[config.mk]
export PLATFORM = sky130hd
export DESIGN_NAME = arbitro_rr_4x2
export DESIGN_NICKNAME = d
export VERILOG_FILES = /design/src/rtl/arbitro_rr_4x2_pkg.sv /design/src/rtl/arbitro_rr_pick2.sv /design/src/rtl/arbitro_rr_4x2.sv
export SDC_FILE = /design/constraint.sdc
export NUM_CORES = 1
export LEC_CHECK = 0
export CORE_ASPECT_RATIO = 2
export CORE_MARGIN = 2
export CORE_UTILIZATION = 50
export DETAILED_ROUTE_END_ITERATION = 8
export PLACE_DENSITY = 0.84
export RECOVER_POWER = 25
export SLEW_MARGIN = 30
export SYNTH_ARGS = -nofsm -noshare
export SYNTH_HDL_FRONTEND = slang
export SYNTH_SLANG_ARGS = --single-unit
[constraint.sdc]
create_clock -name clk_f -period 6.2 [get_ports clk_f]
set_input_delay 0.62 -clock clk_f [delete_from_list [all_inputs] [get_ports clk_f]]
set_output_delay 0.62 -clock clk_f [all_outputs]
set_load 0.05 [all_outputs]
[src/rtl/arbitro_rr_4x2_pkg.sv]
// Shared types and constants for the 4-to-2 round-robin lane scheduler.
package arbitro_rr_4x2_pkg;

    localparam int N_IN   = 4;
    localparam int LANE_W = 2;

    typedef enum logic [1:0] {
        ST_IDLE   = 2'd0,
        ST_ACTIVE = 2'd1,
        ST_PAUSE  = 2'd2
    } state_t;

endpackage

[src/rtl/arbitro_rr_pick2.sv]
// Combinational round-robin picker: grants up to two non-empty FIFOs per cycle,
// first found to lane 00 and second to lane 11, scanning from rr_ptr.
module arbitro_rr_pick2
    import arbitro_rr_4x2_pkg::*;
(
    input  logic [N_IN-1:0]   fifo_empty,
    input  logic [LANE_W-1:0] rr_ptr,
    input  logic              go,
    output logic [N_IN-1:0]   pop,
    output logic [LANE_W-1:0] sel_00,
    output logic [LANE_W-1:0] sel_11,
    output logic              gnt_00,
    output logic              gnt_11,
    output logic [LANE_W-1:0] next_ptr
);

    logic [LANE_W-1:0] idx;

    always_comb begin
        pop      = '0;
        sel_00   = '0;
        sel_11   = '0;
        gnt_00   = 1'b0;
        gnt_11   = 1'b0;
        next_ptr = rr_ptr;
        idx      = '0;
        for (int k = 0; k < N_IN; k++) begin
            idx = rr_ptr + LANE_W'(k);
            if (go && !fifo_empty[idx]) begin
                if (!gnt_00) begin
                    gnt_00   = 1'b1;
                    sel_00   = idx;
                    pop[idx] = 1'b1;
                    next_ptr = idx + LANE_W'(1);
                end else if (!gnt_11) begin
                    gnt_11   = 1'b1;
                    sel_11   = idx;
                    pop[idx] = 1'b1;
                    next_ptr = idx + LANE_W'(1);
                end
            end
        end
    end

endmodule

[src/rtl/arbitro_rr_4x2.sv]
// Round-robin scheduler moving words from four input FIFOs onto two output lanes.
// Optional per-lane delivered-word counters are built when ARB_COUNT_EN is defined.
module arbitro_rr_4x2
    import arbitro_rr_4x2_pkg::*;
#(
    parameter int DATA_W = 8,
    parameter int CNT_W  = 16
) (
    input  logic                   clk_f,
    input  logic                   reset,
    input  logic                   enable,
    input  logic [N_IN-1:0]        fifo_empty,
    input  logic [N_IN*DATA_W-1:0] fifo_data,
    input  logic [1:0]             out_afull,
    output logic [N_IN-1:0]        pop,
    output logic [DATA_W-1:0]      data_00,
    output logic                   valid_00,
    output logic [DATA_W-1:0]      data_11,
    output logic                   valid_11,
`ifdef ARB_COUNT_EN
    output logic [CNT_W-1:0]       cnt_00,
    output logic [CNT_W-1:0]       cnt_11,
`endif
    output logic [1:0]             state_o
);

    state_t            state;
    logic [LANE_W-1:0] rr_ptr;
    logic              go;

    logic [LANE_W-1:0] sel_00_p0, sel_11_p0, next_ptr_p0;
    logic              gnt_00_p0, gnt_11_p0;

    logic [LANE_W-1:0] sel_00_p1, sel_11_p1;
    logic              vld_00_p1, vld_11_p1;

    logic [DATA_W-1:0] words [N_IN];

    // Pops are gated in the same cycle the downstream or enable condition changes.
    assign go      = (state == ST_ACTIVE) && enable && (out_afull == 2'b00);
    assign state_o = state;

    arbitro_rr_pick2 u_pick (
        .fifo_empty (fifo_empty),
        .rr_ptr     (rr_ptr),
        .go         (go),
        .pop        (pop),
        .sel_00     (sel_00_p0),
        .sel_11     (sel_11_p0),
        .gnt_00     (gnt_00_p0),
        .gnt_11     (gnt_11_p0),
        .next_ptr   (next_ptr_p0)
    );

    always_ff @(posedge clk_f or posedge reset) begin
        if (reset) begin
            state  <= ST_IDLE;
            rr_ptr <= '0;
        end else begin
            rr_ptr <= next_ptr_p0;
            case (state)
                ST_IDLE:   if (enable) state <= ST_ACTIVE;
                ST_ACTIVE: begin
                    if (!enable)                  state <= ST_IDLE;
                    else if (out_afull != 2'b00)  state <= ST_PAUSE;
                end
                ST_PAUSE: begin
                    if (!enable)                  state <= ST_IDLE;
                    else if (out_afull == 2'b00)  state <= ST_ACTIVE;
                end
                default:                          state <= ST_IDLE;
            endcase
        end
    end

    // p0 -> p1: remember which FIFO each lane popped; its word arrives next cycle.
    always_ff @(posedge clk_f or posedge reset) begin
        if (reset) begin
            sel_00_p1 <= '0;
            sel_11_p1 <= '0;
            vld_00_p1 <= 1'b0;
            vld_11_p1 <= 1'b0;
        end else begin
            sel_00_p1 <= sel_00_p0;
            sel_11_p1 <= sel_11_p0;
            vld_00_p1 <= gnt_00_p0;
            vld_11_p1 <= gnt_11_p0;
        end
    end

    always_comb begin
        for (int i = 0; i < N_IN; i++) begin
            words[i] = fifo_data[i*DATA_W +: DATA_W];
        end
    end

    // p1 -> output: steer returned FIFO words; idle lanes are forced to zero.
    always_ff @(posedge clk_f or posedge reset) begin
        if (reset) begin
            data_00  <= '0;
            data_11  <= '0;
            valid_00 <= 1'b0;
            valid_11 <= 1'b0;
        end else begin
            data_00  <= vld_00_p1 ? words[sel_00_p1] : '0;
            data_11  <= vld_11_p1 ? words[sel_11_p1] : '0;
            valid_00 <= vld_00_p1;
            valid_11 <= vld_11_p1;
        end
    end

`ifdef ARB_COUNT_EN
    always_ff @(posedge clk_f or posedge reset) begin
        if (reset) begin
            cnt_00 <= '0;
            cnt_11 <= '0;
        end else begin
            if (valid_00) cnt_00 <= cnt_00 + CNT_W'(1);
            if (valid_11) cnt_11 <= cnt_11 + CNT_W'(1);
        end
    end
`endif

endmodule

==> Yosys cells after proc, flatten, opt, wreduce, memory -nomap -nowiden <==
Index checks and enable logic that the tools add are counted.
{ "totals": {"input_bits": 41, "elab_cells": 125, "out_inout_bits": 24, "regBits": 28} }
{ "op_classes": {"n_reduce_logical": 18, "n_lt_le_gt_ge": 10, "n_mux": 71, "bitwise": 5, "addsub": 6, "eq_ne": 5} }
{ "op_table": {"columns": ["operator", "n"], "rows": [
  ["$mux W2", 28],
  ["$mux W8", 6],
  ["$bmux W8 S2", 2],
  ["$mux W4", 8],
  ["$mux W1", 18],
  ["$lt A2 B3 Y1 const B", 4],
  ["$or A4 B4 Y4", 3],
  ["$logic_and A1 B1 Y1", 10],
  ["$add A2 B1 Y2 const B", 4],
  ["$bmux W1 S2", 4],
  ["$demux W1 S2", 4],
  ["$ge A2 B1 Y1 const B", 4],
  ["$ge A3 B3 Y1 const B", 2],
  ["$not A2 Y3", 2],
  ["$pmux W2 S3", 1],
  ["$add A2 B2 Y2 const B", 2],
  ["$logic_not A1 Y1", 4],
  ["$logic_not A2 Y1", 2],
  ["$ne A3 B2 Y1 const B", 1],
  ["$ne A3 B3 Y1 const B", 1],
  ["$reduce_and A3 Y1", 1],
  ["$eq A2 B1 Y1 const B", 1],
  ["$eq A2 B2 Y1 const B", 1],
  ["$ne A2 B2 Y1 const B", 1],
  ["$reduce_bool A2 Y1", 1]
]} }

==> Logic depth before layout (Yosys ltp) <==
Gate-level depths: netlist of the first run.
{ "depth": {"ltp_word": 15, "mapped_depth": 11} }

==> Hierarchy <==
A second synthesis of the first run with hierarchy kept.
{ "hier_totals": {"cells_unflattened": 244, "area_unflattened_um2": 2331.0} }
{ "by_module_without_submodules": {"columns": ["module", "area_each_um2", "cells_each", "instances"], "rows": [
  ["arbitro_rr_4x2", 1261.2, 95, 1],
  ["arbitro_rr_pick2", 1069.8, 149, 1]
]} }

==> Worst setup path after synthesis of the first run <==
No wires, ideal clock.
{ "synth_path": {"kind": "reg2out", "startpoint": "register rr_ptr[1]", "endpoint": "output pop[0]", "arrival_ns": 2.692, "path_slack_ns": 2.888, "n_path_buf": 2, "required_time_ns": 5.580, "path_stages_with_launch": 9, "cell_sequence": "dfrtp_1 -> clkbuf_1 -> inv_1 -> ha_1 -> buf_2 -> mux2_1 -> mux2i_1 -> a211oi_1 -> a221o_1"} }
{ "synth_between": {"elab_chain_cells": 15} }
{ "synth_rtl": {"columns": ["element", "line_no", "rtl"], "rows": [
  ["from (decl)", "arbitro_rr_4x2.sv:28", "logic [LANE_W-1:0] rr_ptr;"],
  ["from (signal assigned)", "arbitro_rr_4x2.sv:60", "rr_ptr <= next_ptr_p0;"],
  ["$add A2 B1 Y2, or another cell as far along", "arbitro_rr_pick2.sv:28", "idx = rr_ptr + LANE_W'(k);"],
  ["$lt A2 B3 Y1 (implied by the code), or another cell as far along", "arbitro_rr_pick2.sv:33, arbitro_rr_pick2.sv:38", null],
  ["$logic_and A1 B1 Y1 (implied by the code), or another cell as far along", "arbitro_rr_pick2.sv:33, arbitro_rr_pick2.sv:38", null],
  ["$mux W1 (implied by the code), or another cell as far along", "arbitro_rr_pick2.sv:33, arbitro_rr_pick2.sv:38", null],
  ["$demux W1 S2 or $mux W4 (tied branches)", null, null],
  ["$or A4 B4 Y4 (no source line)", null, null],
  ["$mux W4", "arbitro_rr_pick2.sv:29", "if (go && !fifo_empty[idx]) begin"],
  ["$or A4 B4 Y4 (no source line)", null, null],
  ["$mux W4", "arbitro_rr_pick2.sv:35", "end else if (!gnt_11) begin"],
  ["$mux W4", "arbitro_rr_pick2.sv:30", "if (!gnt_00) begin"],
  ["$mux W4", "arbitro_rr_pick2.sv:29", null],
  ["$or A4 B4 Y4 (no source line)", null, null],
  ["$mux W4", "arbitro_rr_pick2.sv:35", null],
  ["$mux W4", "arbitro_rr_pick2.sv:30", null],
  ["$mux W4 (*)", "arbitro_rr_pick2.sv:29", null],
  ["to (decl)", "arbitro_rr_4x2.sv:15", "output logic [N_IN-1:0] pop,"]
]} }
Mark *: on every way between the ends. The rest lies on a longest branch, timed or not. The select of a mux whose other input is x is not followed.

==> Worst setup path in the final report of the first run <==
{ "layout_path": {"startpoint": "register rr_ptr[1]", "endpoint": "output pop[1]"} }
The elaborated chain is that of the path after synthesis.

==> impl_metrics.env, run 1 <==
export IMPL_finalMaxSlewViolations=0
export IMPL_top_usage_layer="met2"
export IMPL_cts_root_buf="clkbuf_8"
export IMPL_grtUsageMet3_pct=2.42
export IMPL_netlist_area_mm2=0.00224
export IMPL_cts_setup_buffers=0
export IMPL_cts_clk_slew_worst_paths_ns=0.09
export IMPL_syn_area_per_cell_um2=10.2
export IMPL_gp_congestion=0.919
export IMPL_synth_nets=270
export IMPL_grt_ovfl_total=0
export IMPL_io_buffers=64
export IMPL_htree_levels=1
export IMPL_wirelength_um=5650
export IMPL_clock_sinks=28
export IMPL_swShare_pct=44.9
export IMPL_finClkSkew_ns=0.00296
export IMPL_post_cts_resize_count=0
export IMPL_area_delta_synth_final_pct=31.2
export IMPL_ys_flop_type="dfrtp_1"
export IMPL_globalRouteTotalUtil_pct=23.6
export IMPL_setup_viol=0
export IMPL_avgRoutedWirePerCell_um=17.5
export IMPL_slowest_delay_ns=0.82
export IMPL_dr_pass1_iters=5
export IMPL_grt_pass1_vias=1915
export IMPL_insertedDiodeCount=0
export IMPL_post_dp_cell_area_mm2=0.00288
export IMPL_timing_final_crit_share_pct=77.8
export IMPL_cp_max_fo=24
export IMPL_switchingPower_mw=0.387
export IMPL_nNetsFinal=321
export IMPL_crit_path_end_kind="primary output"
export IMPL_chipHeight_um=98.6
export IMPL_ios=65
export IMPL_startpoint_type="flip-flop"
export IMPL_grt_max_degree=35
export IMPL_max_freq_mhz=207
export IMPL_seq_power_share_pct=25.9
export IMPL_cts_tree="done"
export IMPL_use_met1_pct=27.9
export IMPL_slew_headroom_pct=31.9
export IMPL_dp_slack_ns=1.73
export IMPL_use_met2_pct=44.3
export IMPL_drtIter0Drc=86
export IMPL_crit_required_ns=5.58
export IMPL_finalHoldViolations=0
export IMPL_core_mm2=0.00434
export IMPL_hp_class="reg2reg"
export IMPL_setup_slack_ns=1.37
export IMPL_yosysUniqueCellTypes=51
export IMPL_outcome="complete, no violations"
export IMPL_cp_slowest_cell="ha_1"
export IMPL_fp_dieW_um=51.3
export IMPL_cp_arrival_ns=4.21
export IMPL_clockBufferDepth=2
export IMPL_vias_per_cell=6.26
export IMPL_power_density_cell_area_mw_per_mm2=293
export IMPL_drt_antenna_violating_nets=0
export IMPL_die_area_mm2=0.00506
export IMPL_postCtsHoldBufs=0
export IMPL_postLayoutCellArea_mm2=0.00293
export IMPL_finalCriticalPeriod_ns=4.83
export IMPL_holdWs_ns=0.561
export IMPL_dpl_hpwl_um=4380
export IMPL_start_util_pct=51.5
export IMPL_peakVddDrop_uv=334
export IMPL_rsz0062_at_grt="false"
export IMPL_cp_cell_sequence="inv_1, ha_1, mux2_1, mux2i_1, a211oi_1, a221o_1, clkdlybuf4s50_1"
export IMPL_ys_ff_latch=28
export IMPL_setup_tns_ns=0
export IMPL_synth_edf_count=0
export IMPL_tightest_slew_ns=1.02
export IMPL_p_leak_nw=1.19
export IMPL_async_flop_share_pct=100
export IMPL_postSynthCellCount=219
export IMPL_num_rows=34
export IMPL_clk_latency_ns=0.28
export IMPL_num_vias=2021
export IMPL_numCtsBuffers=3
export IMPL_yosysWarnings=0
export IMPL_seq_area_frac_synth_pct=31.3
export IMPL_pwr_share_comb_pct=61.2
export IMPL_drive_above_1_share_pct=11.2
export IMPL_p_int_mw=0.474
export IMPL_route_detailed_drc=0
export IMPL_p_clk_share_pct=12.9
export IMPL_worst_setup_path_type="reg2out"
export IMPL_grt_pass1_wl_um=9250
export IMPL_grt_antenna_before_repair=0
export IMPL_cap_violations=0
==> cell usage after synthesis, types with 2 or more instances <==
cell / instances / area [um2]
a211oi_1: 4 / 30.0
nor2b_1: 3 / 18.8
nand2_1: 12 / 45.0
inv_2: 2 / 7.51
o211ai_1: 2 / 15.0
a221o_1: 4 / 40.0
o21ai_1: 3 / 15.0
o21ai_0: 6 / 30.0
buf_1: 2 / 7.51
buf_2: 4 / 20.0
inv_1: 4 / 15.0
nor3_1: 5 / 25.0
o31ai_1: 2 / 15.0
xor2_1: 2 / 17.5
a21oi_1: 14 / 70.1
and2_1: 16 / 100
nand2b_1: 4 / 25.0
dfrtp_1: 28 / 701
nor2_1: 14 / 52.6
mux2i_1: 7 / 70.1
mux2_2: 3 / 33.8
mux4_2: 19 / 428
ha_1: 10 / 125
clkbuf_1: 14 / 52.6
or3_1: 2 / 12.5
a31oi_1: 3 / 18.8
a22oi_1: 4 / 30.0
a21o_1: 2 / 15.0
mux2_1: 2 / 22.5
==> metrics by stage <==
stage | util (%) | cells | power [mW]
3_3_place_gp | 66.3 | 319 | 0.734
2_1_floorplan | - | 219 | 0.622
5_1_grt | 67.6 | 323 | 0.919
6_report | 67.6 | 323 | 0.861
3_5_place_dp | 66.3 | 319 | 0.744
4_1_cts | 67.6 | 323 | 0.854
==> kinds of logic (layout without fill, tap and decap cells) <==
kind of cell             count (synthesis)  in the layout  share of synthesized area, %
XOR/XNOR                                 2              2                         0.784
AO/OA/AOI/OAI                           55             55                          16.8
multiplexers                            31             31                          24.8
AND/OR/NAND/NOR                         65             65                          15.4
adder cells (fa/ha/maj)                 11             11                          6.04
buffers and inverters                   27             77                          4.76
flip-flops                              28             28                          31.3
==> power by group through the flow <==
stage	Combinational [mW]	Sequential [mW]	Clock [mW]
final	0.527	0.223	0.111
after CTS	0.519	0.222	0.113
after global placement	0.509	0.225	0
after floorplan	0.391	0.231	0
after global routing	0.573	0.226	0.121
after detailed placement	0.517	0.226	0
==> per-layer routing <==
| layer | wire (um) | part of all wire [%] |
|---|---|---|
| met1 | 2030 | 36 |
| met2 | 3200 | 57 |
| met3 | 329 | 5.8 |
| met4 | 92 | 1.6 |
| met5 | 0 | 0 |
==> worst max-delay path, delay by kind of cell, from the launching register on <==
family                   cells  cell delay, ns
AO/OA/AOI/OAI                2            0.60
adder cells (fa/ha/maj)      1            0.82
buffers and inverters        2            0.89
flip-flops                   1            0.73
multiplexers                 2            0.87
==> sequential cells by signal, indices dropped and copies added (netlist names) <==
register and flops:
valid_11 1, state_o 2, vld_11_p1 1, sel_00_p1 2, data_00 8, rr_ptr 2
data_11 8, vld_00_p1 1, sel_11_p1 2, valid_00 1
==> worst paths after layout <==
kind                            startpoint            to  slack [ns]  depth (start not counted)
worst min-delay path             vld_11_p1      valid_11        0.56                          0
min in group asynchronous            reset      valid_00        1.02                          2
worst max register to register   rr_ptr[1]     rr_ptr[1]        2.83                          7
worst max-delay path             rr_ptr[1]        pop[1]        1.37                          7
max in group asynchronous            reset  sel_11_p1[1]        4.57                          2
worst min register to register   vld_11_p1      valid_11        0.56                          0
==> placed cells by master, fill, tap and decap left out, types with 3 or more instances in the layout <==
master / n
clkdlybuf4s50_1: 63
dfrtp_1: 28
mux4_2: 19
and2_1: 16
a21oi_1: 14
nor2_1: 14
nand2_1: 12
ha_1: 10
mux2i_1: 7
o21ai_0: 6
nor3_1: 5
inv_1: 4
nand2b_1: 4
a211oi_1: 4
a22oi_1: 4
a221o_1: 4
clkbuf_8: 4
mux2_2: 3
nor2b_1: 3
o21ai_1: 3
a31oi_1: 3
==> area by class of cell <==
type                            instances  area, um2
Timing Repair Buffer                   66        656
Clock buffer                            4       55.1
Tap cell                               54       67.6
Inverter                                7       26.3
Fill cell                             345       1410
Sequential cell                        28        701
Multi-Input combinational cell        164       1430
No activity file was read; power rests on OpenSTA's default activity.
==> inputs of run 2 (changes only) <==
CORE_UTILIZATION = 48   (was 50)
PLACE_DENSITY = 0.81   (was 0.84)
clock period = 4.7 ns   (was 6.2 ns; I/O delays follow)
==> impl_metrics.env, run 2 (synthesized netlist as in run 1, its figures left out) <==
export IMPL_outcome="complete, no violations"
export IMPL_tightest_slew_ns=1.03
export IMPL_clk_latency_ns=0.27
export IMPL_drive_above_1_share_pct=12.8
export IMPL_crit_family="buffers and inverters"
export IMPL_grt_ovfl_total=0
export IMPL_r2r_slack_ns=2.19
export IMPL_wirelength_um=5820
export IMPL_dr_pass1_iters=4
export IMPL_p_leak_nw=1.22
export IMPL_avgRoutedWirePerCell_um=17.7
export IMPL_startpoint_type="input pin"
export IMPL_dpl_hpwl_um=4600
export IMPL_cts_setup_buffers=0
export IMPL_post_cts_resize_count=0
export IMPL_cp_arrival_ns=3.50
export IMPL_vias_per_cell=6.08
export IMPL_top_usage_layer="met2"
export IMPL_grtUsageMet3_pct=2.08
export IMPL_p_clk_share_pct=15.4
export IMPL_cp_num_buf_inv=2
export IMPL_grt_max_degree=35
export IMPL_setup_viol=0
export IMPL_max_freq_mhz=252
export IMPL_crit_path_end_kind="primary output"
export IMPL_cap_violations=0
export IMPL_p_int_mw=0.687
export IMPL_fillers=361
export IMPL_cts_root_buf="clkbuf_8"
export IMPL_postCtsHoldBufs=0
export IMPL_insertedDiodeCount=0
export IMPL_core_mm2=0.00455
export IMPL_chipHeight_um=101
export IMPL_use_met2_pct=45.0
export IMPL_io_buffers=64
export IMPL_cp_max_fo=21
export IMPL_nNetsFinal=326
export IMPL_pwr_share_comb_pct=61.9
export IMPL_cp_slowest_cell="clkdlybuf4s50_1"
export IMPL_numCtsBuffers=3
export IMPL_register_area_um2=701
export IMPL_drtIter0Drc=75
export IMPL_swShare_pct=43.3
export IMPL_cts_tree="done"
export IMPL_clock_sinks=28
export IMPL_num_rows=35
export IMPL_worst_setup_path_type="in2out"
export IMPL_final_cell_mix="clkdlybuf4s50_1 (63), dfrtp_1 (28), mux4_2 (19)"
export IMPL_htree_levels=1
export IMPL_slowest_delay_ns=0.80
export IMPL_layout_commonest_cell="clkdlybuf4s50_1"
export IMPL_num_vias=1999
export IMPL_finalCriticalPeriod_ns=3.97
export IMPL_finalMaxSlewViolations=0
export IMPL_clockBufferDepth=2
export IMPL_route_detailed_drc=0
export IMPL_grt_pass1_wl_um=9490
export IMPL_cts_clk_slew_worst_paths_ns=0.09
export IMPL_reg_top3="data_00 x8, data_11 x8"
export IMPL_gp_congestion=0.960
export IMPL_finalHoldViolations=0
export IMPL_timing_final_crit_share_pct=84.6
export IMPL_slew_headroom_pct=31.3
export IMPL_total_power_mw=1.21
export IMPL_setup_tns_ns=0
export IMPL_crit_required_ns=4.23
export IMPL_peakVddDrop_uv=335
export IMPL_cp_cell_sequence="clkdlybuf4s50_1, mux4_2, a211oi_1, a221o_1, clkdlybuf4s50_1"
export IMPL_rsz0062_at_grt="false"
export IMPL_switchingPower_mw=0.525
export IMPL_globalRouteTotalUtil_pct=23.5
export IMPL_multi_input_area_mm2=0.00143
export IMPL_fp_dieW_um=52.3
export IMPL_seq_power_share_pct=22.7
export IMPL_ios=65
export IMPL_finClkSkew_ns=0.00417
export IMPL_grt_antenna_before_repair=0
export IMPL_use_met1_pct=26.5
export IMPL_die_area_mm2=0.00525
export IMPL_cp_common_cell="clkdlybuf4s50_1"
export IMPL_hp_class="reg2reg"
export IMPL_grt_pass1_vias=2035
export IMPL_area_delta_synth_final_pct=33.7
export IMPL_drt_antenna_violating_nets=0
export IMPL_power_density_cell_area_mw_per_mm2=406
export IMPL_start_util_pct=49.1
## run 2: cell count changes in the layout (fill, tap and decap cells not counted), sizes merged
cell,delta
clkbuf,-1
bufinv,+1
buf,+5
## run 2: layout make-up
type | count | area share [%]
inverters | 7 | 0.879
clock buffers | 3 | 1.38
well taps | 55 | 2.30
repair buffers | 71 | 23.2
clock inverters | 1 | 1.00
flip-flops and latches | 28 | 23.4
multi-input cells | 164 | 47.8
## run 2: power groups by stage
stage	clock network [mW]	logic (mW)	registers (mW)
final	0.186	0.750	0.276
after global routing	0.197	0.814	0.279
after CTS	0.189	0.741	0.276
after detailed placement	0	0.739	0.281
after global placement	0	0.730	0.280
after floorplan	0	0.516	0.305
## run 2: layer usage
| layer | vias to the layer above | share of wire [%] |
|---|---|---|
| li1 | 935 | - |
| met1 | 973 | 36 |
| met2 | 81 | 57 |
| met3 | 10 | 5.0 |
| met4 | 0 | 1.9 |
| met5 | - | 0 |
## run 2: through the flow
stage	instance area, um2	setup slack, ns	std cells	util [%]	hold slack [ns]
detailed placement	2920	0.753	325	64.1	0.557
global route	2990	0.601	329	65.6	0.588
finish	2990	0.725	329	65.6	0.561
global placement	2920	0.827	325	64.1	0.524
floorplan	2240	1.54	219	-	0.431
CTS	2990	0.746	329	65.6	0.567
## run 2: final timing paths
| path | startpoint | end | cells past startpoint |
|---|---|---|---|
| worst max-delay path | fifo_empty[2] | pop[3] | 5 |
| worst min-delay path | vld_11_p1 | valid_11 | 0 |
| worst max register to register | rr_ptr[1] | sel_11_p1[0] | 9 |
| worst min register to register | vld_11_p1 | valid_11 | 0 |
| max in group asynchronous | reset | data_00[4] | 2 |
| min in group asynchronous | reset | valid_00 | 2 |
==> inputs of run 3 (changes only) <==
CORE_UTILIZATION = 43   (was 48)
PLACE_DENSITY = 0.76   (was 0.81)
clock period = 3.4 ns   (was 4.7 ns; I/O delays follow)
==> impl_metrics.env, run 3 (synthesized netlist as in run 1, its figures left out) <==
export IMPL_layout_commonest_cell="clkdlybuf4s50_1"
export IMPL_drive_above_1_share_pct=15.2
export IMPL_hp_class="reg2reg"
export IMPL_finalCriticalPeriod_ns=3.15
export IMPL_clockBufferDepth=2
export IMPL_dpl_cell_count=332
export IMPL_insertedDiodeCount=0
export IMPL_num_rows=37
export IMPL_startpoint_type="flip-flop"
export IMPL_cts_clk_slew_worst_paths_ns=0.09
export IMPL_wirelength_um=6020
export IMPL_drtIter0Drc=45
export IMPL_fp_dieW_um=55.0
export IMPL_num_vias=2032
export IMPL_power_density_cell_area_mw_per_mm2=538
export IMPL_dpl_hpwl_um=4750
export IMPL_hold_start="vld_11_p1"
export IMPL_grt_pass1_wl_um=9690
export IMPL_top_usage_layer="met2"
export IMPL_setup_viol=0
export IMPL_nNetsFinal=330
export IMPL_htree_levels=1
export IMPL_fillers=440
export IMPL_cts_root_buf="clkbuf_8"
export IMPL_numCtsBuffers=3
export IMPL_grtUsageMet3_pct=2.11
export IMPL_core_mm2=0.00509
export IMPL_gp_congestion=0.957
export IMPL_p_leak_nw=1.23
export IMPL_register_area_um2=701
export IMPL_drt_antenna_violating_nets=0
export IMPL_slew_headroom_pct=30.5
export IMPL_cp_arrival_ns=2.81
export IMPL_io_buffers=64
export IMPL_tightest_slew_ns=1.04
export IMPL_cts_setup_buffers=0
export IMPL_grt_antenna_before_repair=0
export IMPL_crit_required_ns=3.06
export IMPL_rsz0062_at_grt="false"
export IMPL_worstReg2RegStart="rr_ptr[0]"
export IMPL_instances_no_fill=335
export IMPL_area_delta_synth_final_pct=33.4
export IMPL_route_detailed_drc=0
export IMPL_outcome="complete, no violations"
export IMPL_cp_startpoint="rr_ptr[0]"
export IMPL_ios=65
export IMPL_reg_top3="data_00 x8, data_11 x8"
export IMPL_use_met1_pct=25.5
export IMPL_clk_latency_ns=0.27
export IMPL_finalHoldViolations=0
export IMPL_grt_max_degree=35
export IMPL_vias_per_cell=6.07
export IMPL_globalRouteTotalUtil_pct=21.9
export IMPL_dr_pass1_iters=5
export IMPL_clock_sinks=28
export IMPL_crit_path_end_kind="primary output"
export IMPL_cts_tree="done"
export IMPL_timing_final_crit_share_pct=92.8
export IMPL_finalMaxSlewViolations=0
export IMPL_start_util_pct=43.9
export IMPL_setup_tns_ns=0
export IMPL_peakVddDrop_uv=492
export IMPL_finClkSkew_ns=0.00254
export IMPL_chipHeight_um=106
export IMPL_cp_max_fo=15
export IMPL_use_met2_pct=40.1
export IMPL_worst_setup_path_type="reg2out"
export IMPL_cap_violations=0
export IMPL_final_cell_mix="clkdlybuf4s50_1 (59), dfrtp_1 (28), mux4_2 (19)"
export IMPL_avgRoutedWirePerCell_um=18.0
export IMPL_post_cts_resize_count=0
export IMPL_postCtsHoldBufs=0
export IMPL_holdWs_ns=0.562
export IMPL_max_freq_mhz=317
export IMPL_die_area_mm2=0.00583
export IMPL_grt_pass1_vias=1991
export IMPL_multi_input_area_mm2=0.00143
export IMPL_grt_ovfl_total=0
## run 3: cell count changes in the layout (fill, tap and decap cells not counted)
cell,delta
bufinv_16,-1
buf_4,+8
clkdlybuf4s50_1,-4
## run 3: cell type report
cell class	count	area share [%]
tap	58	2.43
clock buffer	3	1.38
sequential	28	23.5
inverter	7	0.881
multi-input combinational	164	47.9
timing repair buffer	75	23.9
## run 3: metal layers
layer	wire length (um)	vias up
met5	0	-
li1	-	940
met3	410	12
met4	102	0
met2	3420	101
met1	2090	979
## run 3: power breakdown
part,total [mW],switching [mW],internal [mW]
Clock,0.175,0.0952,0.0794
Sequential,0.379,0.0234,0.356
Combinational,1.05,0.599,0.452
Total,1.60,0.718,0.886
## run 3: metrics by stage
stage                     worst slack (ns)  area, um2  utilization, %  power, mW
final                                0.245       2980            58.6       1.60
after detailed placement             0.336       2940            57.8       1.42
after floorplan                      0.368       2240               -       1.13
after global placement               0.445       2940            57.8       1.41
after CTS                            0.278       2980            58.6       1.60
after global routing                0.0196       2980            58.6       1.73
## run 3: worst paths after layout
| path | endpoint | cells past startpoint | slack (ns) |
|---|---|---|---|
| setup / recovery | pop[3] | 8 | 0.25 |
| hold / removal | valid_11 | 0 | 0.56 |
| setup reg to reg | rr_ptr[1] | 8 | 0.85 |
| hold reg to reg | valid_11 | 0 | 0.56 |
| max in group asynchronous | data_00[4] | 2 | 2.01 |
| min in group asynchronous | valid_00 | 2 | 0.76 |
## run 3: worst max-delay path: stages (launching register included)
cell and delay [ns]:
dfrtp_1 0.37, inv_2 0.10, ha_1 0.60, mux2_1 0.26, mux2i_1 0.08, buf_4 0.16
a211oi_1 0.54, a221o_1 0.25, buf_4 0.19
==> patch (settings of run 1) <==
The option `ARB_COUNT_EN` is turned on by a define.
--- a/src/rtl/arbitro_rr_4x2.sv
+++ b/src/rtl/arbitro_rr_4x2.sv
@@ -1,4 +1,6 @@
 // Round-robin scheduler moving words from four input FIFOs onto two output lanes.
 // Optional per-lane delivered-word counters are built when ARB_COUNT_EN is defined.
+`define ARB_COUNT_EN
+
 module arbitro_rr_4x2
     import arbitro_rr_4x2_pkg::*;
Check against the original RTL (old outputs only; new: cnt_00 and cnt_11): equivalent (Yosys induction, for registers that start in step).
==> patch against run 1 <==
- the flow now finishes with violations (max-capacitance violations, max-slew violations)
- area after synthesis is 57% higher
- register-to-register slack got worse by 0.19 ns
- core utilization is 1.9 points higher
- sequential power rose by 120%
- worst hold slack lost 0.092 ns
- clock power rose to 4.4 times the old value
- worst setup slack lost 0.31 ns
- power is 82% higher
- sequential cell count up 32
- final area grew 63%
- routed wire length grew 59%
- critical path type unchanged
- highest routed layer unchanged
==> patch: results (changes against run 1) <==
status finished, violations left; violations in the final reports max-capacitance violations, max-slew violations; worst vdd ir 278.6 uV (-16%); Fin Clk Skew 0.004095 ns (+0.001132 ns); Slew Viols, Final 61 (+61); Gate Count Post-Synth 308 (+41%); port buffer count 96 (+50%); most frequent cells after synthesis sky130_fd_sc_hd__dfrtp_1, sky130_fd_sc_hd__nand2_1, sky130_fd_sc_hd__xnor2_1; dpl cell area 4497 um2 (+56%); fraction of final layout cells with drive strength greater than 1 11.41% (+0.26 points); R2R Path Start rr_ptr[0]$_DFFE_PP0P_; initial DRC count 200 (+130%); max-capacitance violation count 1 (+1); via count of the first global-routing pass 2923 (+53%); cell leakage power 2.028 nW (+71%); first-pass GRT wire length 14480 um (+57%); fill cell instance count of the final layout 476 (+38%); hold path startpoint cnt_00[15]$_DFFE_PP0P_; clock insertion delay at the later pin of the skew report 0.33 ns (+0.05 ns); post-synthesis compound-gate area fraction 7.594% (-9.3 points); post-synthesis share of cell area spent on full adders, half adders and majority gates 4.884% (-1.2 points); pre-CTS WS 1.418 ns (-0.3139 ns); critical path fanouts, max 22 (-8.3%); filler-free cell count of the finished design 493 (+53%); maximum number of pins on one net before global-route repair 61 (+74%); routed wire length 8956 um (+59%); HPWL reported at the end of detailed placement 6737 um (+54%); CTS H-tree depth 3 (+2); power attributed to the clock group 486 uW (+340%); combinational group power 590 uW (+12%); Layout Nets 451 (+40%); Cell Pwr Density 327.6 nW/um2 (+12%); share of cell area taken by muxes after synthesis 16.68% (-8.1 points)
patch: cell count changes in the layout (fill, tap and decap cells not counted), moves of 5 or more:
cell	before	now
sky130_fd_sc_hd__nand4_1	1	8
sky130_fd_sc_hd__nand2_1	12	24
sky130_fd_sc_hd__nand3_1	1	8
sky130_fd_sc_hd__clkdlybuf4s50_1	63	94
sky130_fd_sc_hd__clkbuf_16	0	9
sky130_fd_sc_hd__nor2_1	14	20
sky130_fd_sc_hd__dfrtp_1	28	60
sky130_fd_sc_hd__xnor2_1	0	22
sky130_fd_sc_hd__and3_1	1	6
sky130_fd_sc_hd__xor2_1	2	10
patch: worst paths after layout:
path | to | slack, ns | depth (start not counted)
max in group asynchronous | valid_00$_DFF_PP0_ | 2.50 | 3
min in group asynchronous | cnt_11[9]$_DFFE_PP0P_ | 1.94 | 3
worst max register to register | sel_00_p1[0]$_DFF_PP0_ | 2.64 | 7
worst min register to register | cnt_00[15]$_DFFE_PP0P_ | 0.47 | 1
worst max-delay path | pop[0] | 1.06 | 7
worst min-delay path | cnt_00[15]$_DFFE_PP0P_ | 0.47 | 1
patch: logic make-up after synthesis:
kind of cell,count (synthesis)
simple gates,106
compound gates,37
flops,60
fa+ha+maj,14
buf+inv,26
xor+xnor,32
mux,33
patch: layout make-up:
type	instances	area share [%]
tap	90	2.352
clock inverter	4	1.019
multi-input combinational	222	39.35
inverter	8	0.6271
timing repair buffer	97	20.15
sequential	60	31.36
clock buffer	12	5.148
patch: routing by layer:
layer | up-vias | global-route usage (%) | part of all wire, %
met1 | 1383 | 25.69 | 36
met5 | - | 0 | 0
met4 | 0 | 12.23 | 3.0
met2 | 107 | 45.61 | 55
met3 | 22 | 6.233 | 5.5
li1 | 1286 | - | -
